File: config.mk
export PLATFORM = sky130hd
export DESIGN_NAME = mem_arbiter
export DESIGN_NICKNAME = d
export VERILOG_FILES = /design/src/rtl/mem_arb_pkg.sv /design/src/rtl/mem_arb_watchdog.sv /design/src/rtl/mem_arbiter.sv
export SDC_FILE = /design/constraint.sdc
export NUM_CORES = 1
export LEC_CHECK = 0
export ABC_AREA = 0
export CORE_AREA = 2 2 128 105
export DETAILED_ROUTE_END_ITERATION = 6
export DIE_AREA = 0 0 130 107
export MAX_ROUTING_LAYER = met4
export PLACE_DENSITY = 0.78
export SLEW_MARGIN = 20
export SYNTH_ARGS = -nofsm -noshare
export SYNTH_HDL_FRONTEND = slang
export SYNTH_HIERARCHICAL = 1
export SYNTH_SLANG_ARGS = --single-unit
File: constraint.sdc
create_clock -name clock -period 2.15 [get_ports clock]
set_input_delay 0.215 -clock clock [delete_from_list [all_inputs] [get_ports clock]]
set_output_delay 0.215 -clock clock [all_outputs]
set_load 0.02 [all_outputs]
File: src/rtl/mem_arb_pkg.sv
`default_nettype none
// =============================================================================
// Module      : mem_arb_pkg
// Description : Shared types and default sizes for the cache/memory arbiter.
// Revision    : 1.0 - initial release
// =============================================================================
package mem_arb_pkg;

    localparam int c_addr_w  = 6;
    localparam int c_data_w  = 32;
    localparam int c_timeout = 255;

    localparam logic REQ_I = 1'b0;
    localparam logic REQ_D = 1'b1;

    typedef enum logic [1:0] {
        IDLE    = 2'd0,
        GRANT_I = 2'd1,
        GRANT_D = 2'd2,
        RELEASE = 2'd3
    } arb_state_t;

endpackage
`default_nettype wire

File: src/rtl/mem_arb_watchdog.sv
`default_nettype none
// =============================================================================
// Module      : mem_arb_watchdog
// Description : Saturating busy-cycle counter with a sticky over-threshold flag.
// Revision    : 1.0 - initial release
// =============================================================================
module mem_arb_watchdog #(
    parameter int TIMEOUT = 255
) (
    input  logic clock,
    input  logic reset,
    input  logic i_en,
    input  logic i_clr,
    output logic o_err
);

    localparam int c_cnt_w = (TIMEOUT < 1) ? 1 : $clog2(TIMEOUT + 1);

    logic [c_cnt_w-1:0] r_count;
    logic               r_err;

    // Counter saturates at TIMEOUT; the flag only clears on reset.
    always_ff @(posedge clock or negedge reset) begin
        if (!reset) begin
            r_count <= '0;
            r_err   <= 1'b0;
        end else if (i_clr) begin
            r_count <= '0;
        end else if (i_en && (r_count != c_cnt_w'(TIMEOUT))) begin
            r_count <= r_count + 1'b1;
            if (r_count == c_cnt_w'(TIMEOUT - 1)) begin
                r_err <= 1'b1;
            end
        end
    end

    assign o_err = r_err;

endmodule
`default_nettype wire

File: src/rtl/mem_arbiter.sv
`default_nettype none
// =============================================================================
// Module      : mem_arbiter
// Description : Round-robin arbiter sharing one memory port between I and D caches.
// Revision    : 1.0 - initial release
// =============================================================================
module mem_arbiter
    import mem_arb_pkg::*;
#(
    parameter int ADDR_W  = c_addr_w,
    parameter int DATA_W  = c_data_w,
    parameter int TIMEOUT = c_timeout
) (
    input  logic              clock,
    input  logic              reset,
    input  logic              i_read,
    input  logic [ADDR_W-1:0] i_address,
    output logic [DATA_W-1:0] i_readdata,
    output logic              i_busywait,
    input  logic              d_read,
    input  logic              d_write,
    input  logic [ADDR_W-1:0] d_address,
    input  logic [DATA_W-1:0] d_writedata,
    output logic [DATA_W-1:0] d_readdata,
    output logic              d_busywait,
    output logic              mem_read,
    output logic              mem_write,
    output logic [ADDR_W-1:0] mem_address,
    output logic [DATA_W-1:0] mem_writedata,
    input  logic [DATA_W-1:0] mem_readdata,
    input  logic              mem_busywait,
    output logic              timeout_err
);

    arb_state_t        r_state;
    logic              r_last_grant;
    logic              r_seen_busy;
    logic              r_mem_read;
    logic              r_mem_write;
    logic [ADDR_W-1:0] r_mem_address;
    logic [DATA_W-1:0] r_mem_writedata;
    logic [DATA_W-1:0] r_i_readdata;
    logic [DATA_W-1:0] r_d_readdata;

    logic w_d_req;
    logic w_granted;
    logic w_done;
    logic w_pick_i;
    logic w_grant_start;

    assign w_d_req       = d_read | d_write;
    assign w_granted     = (r_state == GRANT_I) || (r_state == GRANT_D);
    // A grant only completes after memory has acknowledged it by going busy.
    assign w_done        = w_granted && r_seen_busy && !mem_busywait;
    assign w_pick_i      = i_read && (!w_d_req || (r_last_grant == REQ_D));
    assign w_grant_start = (r_state == IDLE) && (i_read || w_d_req);

    always_ff @(posedge clock or negedge reset) begin
        if (!reset) begin
            r_state         <= IDLE;
            r_last_grant    <= REQ_D;
            r_seen_busy     <= 1'b0;
            r_mem_read      <= 1'b0;
            r_mem_write     <= 1'b0;
            r_mem_address   <= '0;
            r_mem_writedata <= '0;
            r_i_readdata    <= '0;
            r_d_readdata    <= '0;
        end else begin
            case (r_state)
                IDLE: begin
                    if (w_grant_start) begin
                        r_seen_busy <= 1'b0;
                        if (w_pick_i) begin
                            r_state         <= GRANT_I;
                            r_last_grant    <= REQ_I;
                            r_mem_read      <= 1'b1;
                            r_mem_write     <= 1'b0;
                            r_mem_address   <= i_address;
                            r_mem_writedata <= '0;
                        end else begin
                            // A simultaneous read+write from the dcache is a write-back.
                            r_state         <= GRANT_D;
                            r_last_grant    <= REQ_D;
                            r_mem_read      <= ~d_write;
                            r_mem_write     <= d_write;
                            r_mem_address   <= d_address;
                            r_mem_writedata <= d_writedata;
                        end
                    end
                end
                GRANT_I, GRANT_D: begin
                    if (mem_busywait) begin
                        r_seen_busy <= 1'b1;
                    end
                    if (w_done) begin
                        r_state     <= RELEASE;
                        r_mem_read  <= 1'b0;
                        r_mem_write <= 1'b0;
                        if (r_state == GRANT_I) begin
                            r_i_readdata <= mem_readdata;
                        end else begin
                            r_d_readdata <= mem_readdata;
                        end
                    end
                end
                RELEASE: r_state <= IDLE;
                default: r_state <= IDLE;
            endcase
        end
    end

    always_comb begin
        i_busywait = i_read;
        d_busywait = w_d_req;
        i_readdata = r_i_readdata;
        d_readdata = r_d_readdata;
        if (r_state == GRANT_I) begin
            i_busywait = ~w_done;
            if (w_done) begin
                i_readdata = mem_readdata;
            end
        end
        if (r_state == GRANT_D) begin
            d_busywait = ~w_done;
            if (w_done) begin
                d_readdata = mem_readdata;
            end
        end
    end

    assign mem_read      = r_mem_read;
    assign mem_write     = r_mem_write;
    assign mem_address   = r_mem_address;
    assign mem_writedata = r_mem_writedata;

    mem_arb_watchdog #(
        .TIMEOUT (TIMEOUT)
    ) u_watchdog (
        .clock (clock),
        .reset (reset),
        .i_en  (w_granted),
        .i_clr (w_grant_start),
        .o_err (timeout_err)
    );

endmodule
`default_nettype wire

# Word level (Yosys, flattened, before mapping)
# Cells that the tools add are included.
# totals
elab_cells	71
output_inout_bits	107
reg_bits	117
# op_classes
bitwise	5
n_reduce_logical	21
n_addsub	1
n_mux	25
n_eq_ne	8
# ops
cell	n
32-bit 2-to-1 mux	5
8-bit 2-to-1 mux	2
3-bit AND reduction	5
1-bit 2-to-1 mux	10
8-bit by 1-bit adder with 8-bit output, second input constant	1
8-bit equality test, second input constant	1
8-bit != test, second input constant	1
2-bit 2-to-1 mux	3
6-bit 2-to-1 mux	1
1-bit case mux with 2 select lines	3
2-bit case mux with 3 select lines	1
1-bit logical AND	5
2-bit equality test, second input constant	2
2-bit != test, second input constant	2
1-bit inverter	4
2-bit AND reduction	2
2-bit nonzero test	2
1-bit logical OR	3
2-bit by 1-bit equality test with 1-bit output, second input constant	1
1-bit logical NOT	2
2-bit logical NOT	1
2-bit by 1-bit != test with 1-bit output, second input constant	1
2-bit OR reduction	1
1-bit bitwise OR	1

# Depth between registers and ports, before layout
# Gate-level depths: netlist (run 1).
# depth
ltp_word	7
ltp_mapped	8

# Cells and area by module
# The synthesis (run 1) kept the hierarchy.
# by_module_without_submodules
module	area_per_inst_um2	cells_each	instances
mem_arbiter	5036.1	352	1
mem_arb_watchdog	558.0	57	1

# Worst setup path after synthesis (run 1)
# No wires, ideal clock.
# synth_timing
path_kind	flip-flop to output port
startpoint	register r_state[0]
endpoint	output i_readdata[0]
required_time_ns	1.935
setup_slack_ns	0.246
stages_incl_launch_ff	7
arrival_ns	1.689
n_path_buf	2
path_cell_list	dfrtp_1 -> inv_1 -> ha_1 -> nand4b_1 -> buf_2 -> buf_6 -> mux2_2
# synth_via
elab_chain_len	6
elab_cells_between_ends	7
cone_classes	2 x eq/ne; 2 x mux; 3 x reduce/logical
# synth_rtl
item	line_no	source
from (decl)	mem_arbiter.sv:35	arb_state_t r_state;
from (signal assigned)	mem_arbiter.sv:60	r_state <= IDLE;
from (signal assigned)	mem_arbiter.sv:75	r_state <= GRANT_I;
from (signal assigned)	mem_arbiter.sv:83	r_state <= GRANT_D;
2-bit by 1-bit equality test with 1-bit output or 2-bit equality test (tied branches)	mem_arbiter.sv:52	assign w_granted = (r_state == GRANT_I) || (r_state == GRANT_D);
1-bit logical OR *	mem_arbiter.sv:52	
named net w_granted	mem_arbiter.sv:46	logic w_granted;
1-bit logical AND * (2 in series)	mem_arbiter.sv:54	assign w_done = w_granted && r_seen_busy && !mem_busywait;
32-bit 2-to-1 mux *	mem_arbiter.sv:120	if (w_done) begin
32-bit 2-to-1 mux *	mem_arbiter.sv:118	if (r_state == GRANT_I) begin
to (decl)	mem_arbiter.sv:18	output logic [DATA_W-1:0] i_readdata,
# The timed path passes the listed nets; every way through them passes the cells marked *.

# Worst setup path in the final report (run 1)
# layout_timing
startpoint	register r_state[1]
endpoint	output i_readdata[12]
# layout_via
elab_chain_len	6
elab_cells_between_ends	7
cone_classes	2 x eq/ne; 2 x mux; 3 x reduce/logical
# layout_rtl
item	line_no
2-bit by 1-bit equality test with 1-bit output or 2-bit equality test (tied branches)	mem_arbiter.sv:52, mem_arbiter.sv:118
1-bit logical OR	mem_arbiter.sv:52
1-bit logical AND (2 in series)	mem_arbiter.sv:54
32-bit 2-to-1 mux	mem_arbiter.sv:120
32-bit 2-to-1 mux *	mem_arbiter.sv:118
# Mark *: on every way between the ends. The rest lies on a longest branch, timed or not.

==> results list, run 1 <==
- The final-report hold violation count was 0.
* Syn Inst Count: 409
- For the worst-skew pair, the clock arrives at the later sink with an insertion delay of 0.41 ns.
- Switching share of power: 0.360
- In the final layout, the share of cells above drive strength 1 is 0.448.
- Remaining DRCs: 0
* Most common library cell in the layout ignoring fill and taps: sky130_fd_sc_hd__clkdlybuf4s50_1
* Reg2reg start: r_state[1]$_DFFE_PN0P_
* Clk root buf: sky130_fd_sc_hd__clkbuf_16
- Initial antenna violation count: 0
* Pin count of the biggest net entering global routing: 53
* Number of design-rule violations left by the first detailed-router iteration: 205
- The worst setup path is of the reg -> out kind.
* Worst R2R Path Depth: 9
- The total area inside the core boundary comes to 12,600 um^2.
- Net Count, Synth: 497
- Vias in the first global route: 4,617
* Die Span X: 130 um
- Summing over every cut layer, the via total after detailed routing is 4,337.
- The final layout contains routed wiring with a total length of 15,100 um.
- The clock passes through at most 2 buffers.
- Fraction of power consumed by the clock network: 0.193
* Top FF cell, synth: sky130_fd_sc_hd__dfrtp_1
* Sum of net half-perimeters after detailed placement: 9680 um
- Status: finished, violations left
- Mean cell area of the mapped netlist: 13.7 um^2
* Launch point of the worst path: r_state[1]$_DFFE_PN0P_
- Pins over their slew limit: 0
- Setup violations, final: 65
- In this run the power density over the cells is 1690 nW/um^2.
* Sequential share of the synthesized area: 0.524
* Clock buffer count from CTS: 17
* Commonest cells after routing, fill and taps aside: sky130_fd_sc_hd__clkdlybuf4s50_1 (121), sky130_fd_sc_hd__dfrtp_1 (116), sky130_fd_sc_hd__mux2_2 (85), sky130_fd_sc_hd__buf_6 (68), sky130_fd_sc_hd__mux2_4 (43)
* Gate power share: 0.553
- Average vias per placed instance: 5.21
* TritonCTS Sinks: 117
- Counting flops with a built-in enable in the synthesized netlist gives 0.
* Clock tree from TritonCTS: built
- Number of ports placed on the die boundary: 189
* Critical Path AT: 2.22 ns
- VDD sags by at most 0.000890 V.
- For the worst setup path, the data required time is 1.93 ns.
- The min-delay analysis places its worst path in the category in -> async.
* Critical Path Sink Type: output pin
* Count of unique library cells instantiated by Yosys: 49
* Inserted Diodes: 0
- Height of the chip: 107 um
- Static power due to leakage: 4.07 nW
- Number of warnings printed during yosys synthesis: 6
- The synthesized design contains 117 register bits.
- Number of buffers inserted by port buffering: 188
- Internal Dissipation: 9.69 mW
* Fraction of registers with async set or reset after synthesis: 1.00
- The share of total power dissipated in sequential elements is 0.254.
- At the pin with the least slew margin, the transition time is 0.508 ns.
- Final worst path period share: 1.13
- Fmax achieved: 0.411 GHz
- The first detailed-routing pass ran for 5 iterations.
- Global routing usage summed across all routing layers: 0.226
* Worst-path clk slew: 0.06 ns
- After the last flow step, the layout net total stands at 733.
- Placer congestion estimate: 0.817
- R2r setup slk: 0.08 ns
- The checks that failed: setup timing.
- Synthesized cell area: 5590 um^2
- H-tree depth: 4
* Startpoint types: flop
* Area growth from synthesis to layout: 60.3%
* Starting Density: 0.443
- Post-route clock skew: 0.00853 ns
* Time the final worst path needs with I/O delays and setup: 2.43 ns
* Sw power: 5.44 mW
- Full die area: 13,900 um^2
- The detail route stage leaves a number of antenna-violating nets equal to 0.
* Design Power: 15.1 mW
* Setup repair after global routing missed its margin: yes
- Once routing completed, OpenROAD measured the worst setup slack at -0.281 ns.
- Worst hold slack: 0.326 ns
- Across the run, the number of max-cap violations was 0.
* Congestion Overflow GR: 0
- The floorplan has 37 rows.
* Post-detailed-route wirelength per cell: 18.2 um
* Maximum fanout along the worst path: 6
* Slew margin rel.: 0.661
* Filler cell count: 827
* Global-route wire length before repair: 23,800 um
[synthesized netlist by cell type (all sizes together) (2+ instances only)]
| library cell | number | area, um^2 |
|---|---|---|
| mux2 | 132 | 1490 |
| dfrtp | 116 | 2900 |
| a22o | 32 | 280 |
| buf | 21 | 175 |
| nor2 | 12 | 45.0 |
| a21oi | 11 | 58.8 |
| inv | 11 | 41.3 |
| a31oi | 7 | 43.8 |
| o21ai | 7 | 35.0 |
| ha | 6 | 75.1 |
| nand3 | 6 | 47.6 |
| nor3 | 5 | 36.3 |
| a211oi | 4 | 30.0 |
| clkbuf | 3 | 11.3 |
| nand2 | 3 | 11.3 |
| o22ai | 3 | 18.8 |
| and3 | 2 | 17.5 |
| mux2i | 2 | 20.0 |
| nand4 | 2 | 12.5 |
| nor2b | 2 | 12.5 |
| nor4b | 2 | 23.8 |
| o31ai | 2 | 42.5 |
[power groups by stage]
stage          clock network, mW  logic (mW)  registers, mW
2_1_floorplan                  0        4.07           4.05
3_3_place_gp                   0        7.27           3.77
3_5_place_dp                   0        7.45           3.80
4_1_cts                     2.97        7.52           3.81
5_1_grt                     3.09        8.84           3.96
6_report                    2.92        8.36           3.85
[timing repair]
action                                  CTS  global route
pin swaps                                 2             3
buffers inserted                         19             4
endpoints found under the setup margin   66            77
cloned                                    4             1
hold buffers                              1             0
hold endpoints to repair                 32             0
resized for setup                       335           111
[metrics by stage]
stage	setup WS (ns)	setup TNS, ns	std cells	util	instance area [um^2]
after floorplan	0.246	0	409	-	5590
after global placement	-0.183	-9.92	776	0.618	7820
after detailed placement	-0.224	-11.64	776	0.618	7820
after CTS	-0.261	-10.65	832	0.684	8650
after global routing	-0.352	-13.93	833	0.709	8960
final	-0.281	-9.62	833	0.709	8960
[final timing paths]
kind                                                 to
max                                      i_readdata[12]
min                        r_i_readdata[17]$_DFFE_PN0P_
max reg2reg                r_i_readdata[25]$_DFFE_PN0P_
min reg2reg                u_watchdog/o_err$_DFFE_PN0P_
max in group asynchronous  r_i_readdata[15]$_DFFE_PN0P_
min in group clock           mem_address[4]$_DFFE_PN0P_
[registers in the layout (all words and copies together), names as in the netlist]
name,count
u_watchdog/o_err,1
mem_read,1
r_i_readdata,32
r_last_grant,1
r_seen_busy,1
mem_address,6
r_d_readdata,32
u_watchdog/r_count,8
mem_write,1
r_state,2
mem_writedata,32
[area by class of cell]
class	instances	area, um^2	area share
Tap cell	175	219	0.0244
Inverter	12	45.0	0.00502
Multi-Input combinational cell	256	2630	0.293
Sequential cell	117	2930	0.327
Clock buffer	18	439	0.0490
Clock inverter	14	176	0.0197
Timing Repair Buffer	241	2530	0.282
[logic make-up (layout without fill, tap and decap cells)]
group / count (synthesis) / count (layout) / share of synthesized area
muxes: 134 / 134 / 0.269
DFF: 117 / 117 / 0.524
AOI/OAI and AO/OA: 77 / 77 / 0.108
and+or+nand+nor: 39 / 39 / 0.0438
buffers and inverters: 36 / 285 / 0.0414
adders and majority gates: 6 / 6 / 0.0134
[critical path, stage by stage (launching register included)]
cell and delay, ns:
sky130_fd_sc_hd__dfrtp_1 0.39, sky130_fd_sc_hd__inv_2 0.09, sky130_fd_sc_hd__buf_6 0.11, sky130_fd_sc_hd__ha_4 0.12
sky130_fd_sc_hd__nand4b_1 0.12, sky130_fd_sc_hd__buf_6 0.18, sky130_fd_sc_hd__buf_12 0.13, sky130_fd_sc_hd__buf_16 0.13
sky130_fd_sc_hd__buf_6 0.11, sky130_fd_sc_hd__mux2_4 0.30, sky130_fd_sc_hd__buf_6 0.13
[routing by layer]
metal / wire [um] / GRT usage / part of all wire
met5: 0 / - / 0
met4: 320 / 0.0753 / 0.021
met3: 584 / 0.0464 / 0.039
met2: 7720 / 0.363 / 0.51
met1: 6520 / 0.289 / 0.43
(Power assumes the default switching activity.)
==> run 2, diff against run 1 <==
--- a/config.mk
+++ b/config.mk
@@ -6,11 +6,11 @@
 export NUM_CORES = 1
 export LEC_CHECK = 0
 export ABC_AREA = 0
-export CORE_AREA = 2 2 128 105
+export CORE_AREA = 2 2 136 111
 export DETAILED_ROUTE_END_ITERATION = 6
-export DIE_AREA = 0 0 130 107
+export DIE_AREA = 0 0 138 113
 export MAX_ROUTING_LAYER = met4
-export PLACE_DENSITY = 0.78
+export PLACE_DENSITY = 0.71
 export SLEW_MARGIN = 20
 export SYNTH_ARGS = -nofsm -noshare
 export SYNTH_HDL_FRONTEND = slang
==> run 2 against run 1 <==
  * The run still ends with setup timing left
  * Routed wire length is 2.9% higher
  * Design area is 2.4% higher
  * Non-clock buffer count is 11 higher
  * Clock skew hardly changed
  * Die area is 12% higher
  * Utilization is 6.0 points lower
  * Cell count is 2.4% higher
  * Sequential share of layout area is 0.77 points lower
  * Largest cell class unchanged
==> results list, run 2 (synthesis results as in run 1) <==
- The setup slack after layout came to -0.334 ns (-0.0531 ns).
- The core occupancy in the finished layout is 0.649 (-0.0604).
* Worst R2R Path Depth: 10 (+1)
- Area growth from synthesis to layout: 64.1%
- The total detailed-routing wirelength is 15,600 um (+2.9%).
* Average vias per placed instance: 5.14 (-1.3%)
- The number of max-slew violations in the final report came to 0 (unchanged).
- The detailed-route wire length per cell is 18.3 um (+0.47%).
* Worst setup path category: reg -> out
* Number of optimization iterations in the first detailed-route pass: 4 (-1)
- Commonest cells after routing, fill and taps aside: sky130_fd_sc_hd__clkdlybuf4s50_1 (121), sky130_fd_sc_hd__dfrtp_1 (116), sky130_fd_sc_hd__mux2_2 (88), sky130_fd_sc_hd__buf_6 (80), sky130_fd_sc_hd__mux2_4 (40)
- The flow ran to the end, but the final reports show violations.
- Setup violations, final: 66 (+1.5%)
* H-tree depth: 4 (unchanged)
- Clk root buf: sky130_fd_sc_hd__clkbuf_16
- The post-detailed-route DRC marker count came to 0 (unchanged).
- The worst path arrival time was 2.27 ns (+0.05 ns).
- Placer congestion estimate: 0.795 (-2.7%)
- The final period demand of the worst path came to 2.48 ns (+0.0531 ns).
- The register share of total power is 0.250 (-0.004).
* Post-route clock skew: 0.00885 ns (+0.000316 ns)
- R2r setup slk: 0.07 ns (about the same)
- TritonCTS Sinks: 117 (unchanged)
- Vias in the first global route: 4,655 (+0.82%)
- Power Density: 1670 nW/um^2 (-0.90%)
* Height of the chip: 113 um (+5.6%)
- Reg2reg start: r_state[0]$_DFFE_PN0P_
- Type of the tightest min-delay check: in -> async
* Static power due to leakage: 4.17 nW (+2.5%)
- The floorplan die width was 138 um (+6.2%).
- The initial standard-cell utilization of the core came to 0.395 (-0.0473).
* Worst hold slack: 0.309 ns (-0.0171 ns)
- Fin nets: 744 (+1.5%)
- Global routing usage summed across all routing layers: 0.206 (-0.0206)
- Most common library cell in the layout ignoring fill and taps: sky130_fd_sc_hd__clkdlybuf4s50_1
- The reported max-cap violation count is 0 (unchanged).
- The total stage count of the critical path came to 9 (-1).
- Core Box Area: 14,200 um^2 (+12%)
- Inserted Diodes: 0 (unchanged)
- Internal Dissipation: 9.92 mW (+2.4%)
* Setup slack after placement: -0.270 ns (-0.0467 ns)
- The maximum clock frequency is 0.403 GHz (-2.1%).
- The area of the die came to 15,600 um^2 (+12%).
- The clock group share of total power came to 0.189 (-0.004).
* Required time at the endpoint of the critical path: 1.93 ns (about the same)
* Startpoint types: flop
* Initial antenna violation count: 0 (unchanged)
* Launch point of the worst path: r_state[0]$_DFFE_PN0P_
- Number of design-rule violations left by the first detailed-router iteration: 172 (-16%)
- The final-report hold violation count is 0 (unchanged).
- The most critical setup path has its endpoint at i_readdata[20].
- The peak supply drop came to 0.000905 V (+1.7%).
* Layout cells sized above 1: 0.457 (+0.00907)
* Critical Path Sink Type: output pin
- Broken down by cell family, the worst path's largest delay share belongs to buffers and inverters.
* Number of ports placed on the die boundary: 189 (unchanged)
* Clock buffer count from CTS: 17 (unchanged)
- The most numerous cell type found on the critical path is sky130_fd_sc_hd__buf_6.
- The remaining global-route overflow came to 0 (unchanged).
- Clk_lat worst skew: 0.43 ns (+0.02 ns)
- Failing checks: setup timing
* Core Rows: 39 (+5.4%)
- The total negative setup slack is -16.18 ns (-6.56 ns).
- The top fanout value on the critical path came to 6 (unchanged).
* Worst r2r dst: r_i_readdata[7]$_DFFE_PN0P_
* Slowest cell on the critical path: sky130_fd_sc_hd__dfrtp_1
- Residual antenna-violating net count after detailed routing: 0 (unchanged)
- The port buffer count was 188 (unchanged).
* Ordered list of cells on the worst path: inv_2 > ha_4 > nand4b_1 > buf_6 > buf_12 > buf_8 > buf_6 > mux2_4 > buf_6
- Worst-path clk slew: 0.05 ns (about the same)
* Gate power share: 0.561 (+0.008)
* Pin count of the biggest net entering global routing: 61 (+15%)
- Setup repair after global routing could not meet its margin everywhere.
* Least-Margin Pin Slew: 0.516 ns (+0.00819 ns)
- The remaining max-slew budget at the tightest pin is 0.656 (-0.00546).
- TritonCTS built the clock tree.
- Sum of net half-perimeters after detailed placement: 9500 um (-1.9%)
* Filler cell count: 1,032 (+25%)
* Switching share of power: 0.354 (-0.00585)
- The vias after detailed routing came to 4,385 (+1.1%).
* Critical Path Max Stage Delay: 0.36 ns (-0.03 ns)
- The first-pass GRT wire length was 24,600 um (+3.4%).
- The portion of the clock cycle consumed by the worst path in the final layout came to 1.16 (+0.0247).
* Sw power: 5.43 mW (-0.14%)
- The maximum count of clock buffers along a single path is 2 (unchanged).
- The count of buffer and inverter cells on the critical path was 6 (-1).
## run 2: cell types whose count changed in the layout (fill, tap and decap cells not counted)
cell | before | now
sky130_fd_sc_hd__buf_16 | 1 | 3
sky130_fd_sc_hd__buf_2 | 7 | 0
sky130_fd_sc_hd__buf_6 | 68 | 80
sky130_fd_sc_hd__buf_8 | 0 | 3
sky130_fd_sc_hd__clkbuf_16 | 18 | 19
sky130_fd_sc_hd__clkbuf_8 | 1 | 2
sky130_fd_sc_hd__clkinv_2 | 1 | 5
sky130_fd_sc_hd__clkinv_4 | 2 | 1
sky130_fd_sc_hd__clkinvlp_4 | 5 | 3
sky130_fd_sc_hd__inv_6 | 3 | 1
sky130_fd_sc_hd__mux2_2 | 85 | 88
sky130_fd_sc_hd__mux2_4 | 43 | 40
## run 2: layout make-up
cell class                      instances  area [um^2]  area share
Inverter                               12         45.0     0.00491
Sequential cell                       117         2930       0.319
Clock buffer                           19          453      0.0493
Multi-Input combinational cell        256         2620       0.285
Tap cell                              184          230      0.0251
Clock inverter                         13          155      0.0169
Timing Repair Buffer                  252         2750       0.300
## run 2: power groups by stage
stage | Clock, mW | Sequential (mW) | Combinational [mW]
2_1_floorplan | 0 | 4.05 | 4.07
3_3_place_gp | 0 | 3.78 | 7.25
3_5_place_dp | 0 | 3.80 | 7.39
4_1_cts | 2.96 | 3.80 | 7.55
5_1_grt | 3.06 | 3.96 | 9.11
6_report | 2.90 | 3.84 | 8.62
## run 2: through the flow
stage / cell area, um^2 / std cells / power (mW)
global placement: 7770 / 781 / 11.0
global route: 9180 / 853 / 16.1
detailed placement: 7770 / 781 / 11.2
floorplan: 5590 / 409 / 8.12
finish: 9180 / 853 / 15.4
CTS: 8650 / 844 / 14.3
## run 2: repair_timing
| action | 4_1_cts | 5_1_grt |
|---|---|---|
| setup buffers | 26 | 10 |
| pin swaps | 1 | 2 |
| hold buffers | 1 | 0 |
| hold endpoints to repair | 32 | 0 |
| gates cloned | 4 | 2 |
| gates resized for setup | 338 | 134 |
| setup endpoints to repair | 66 | 74 |
## run 2: routing by layer
layer,GRT usage,vias up,wire length [um]
met5,-,-,0
met2,0.320,147,7450
met3,0.0537,25,826
met1,0.260,2192,7010
li1,-,2021,-
met4,0.0796,0,291
## run 2: how the worst min path moves through the flow
stage	to	slack, ns
floorplan	mem_address[0]$_DFFE_PN0P_	-0.08
global placement	mem_writedata[25]$_DFFE_PN0P_	0.21
global route	mem_writedata[29]$_DFFE_PN0P_	0.36
finish	mem_writedata[25]$_DFFE_PN0P_	0.31
CTS	mem_writedata[29]$_DFFE_PN0P_	0.31
detailed placement	mem_writedata[25]$_DFFE_PN0P_	0.22
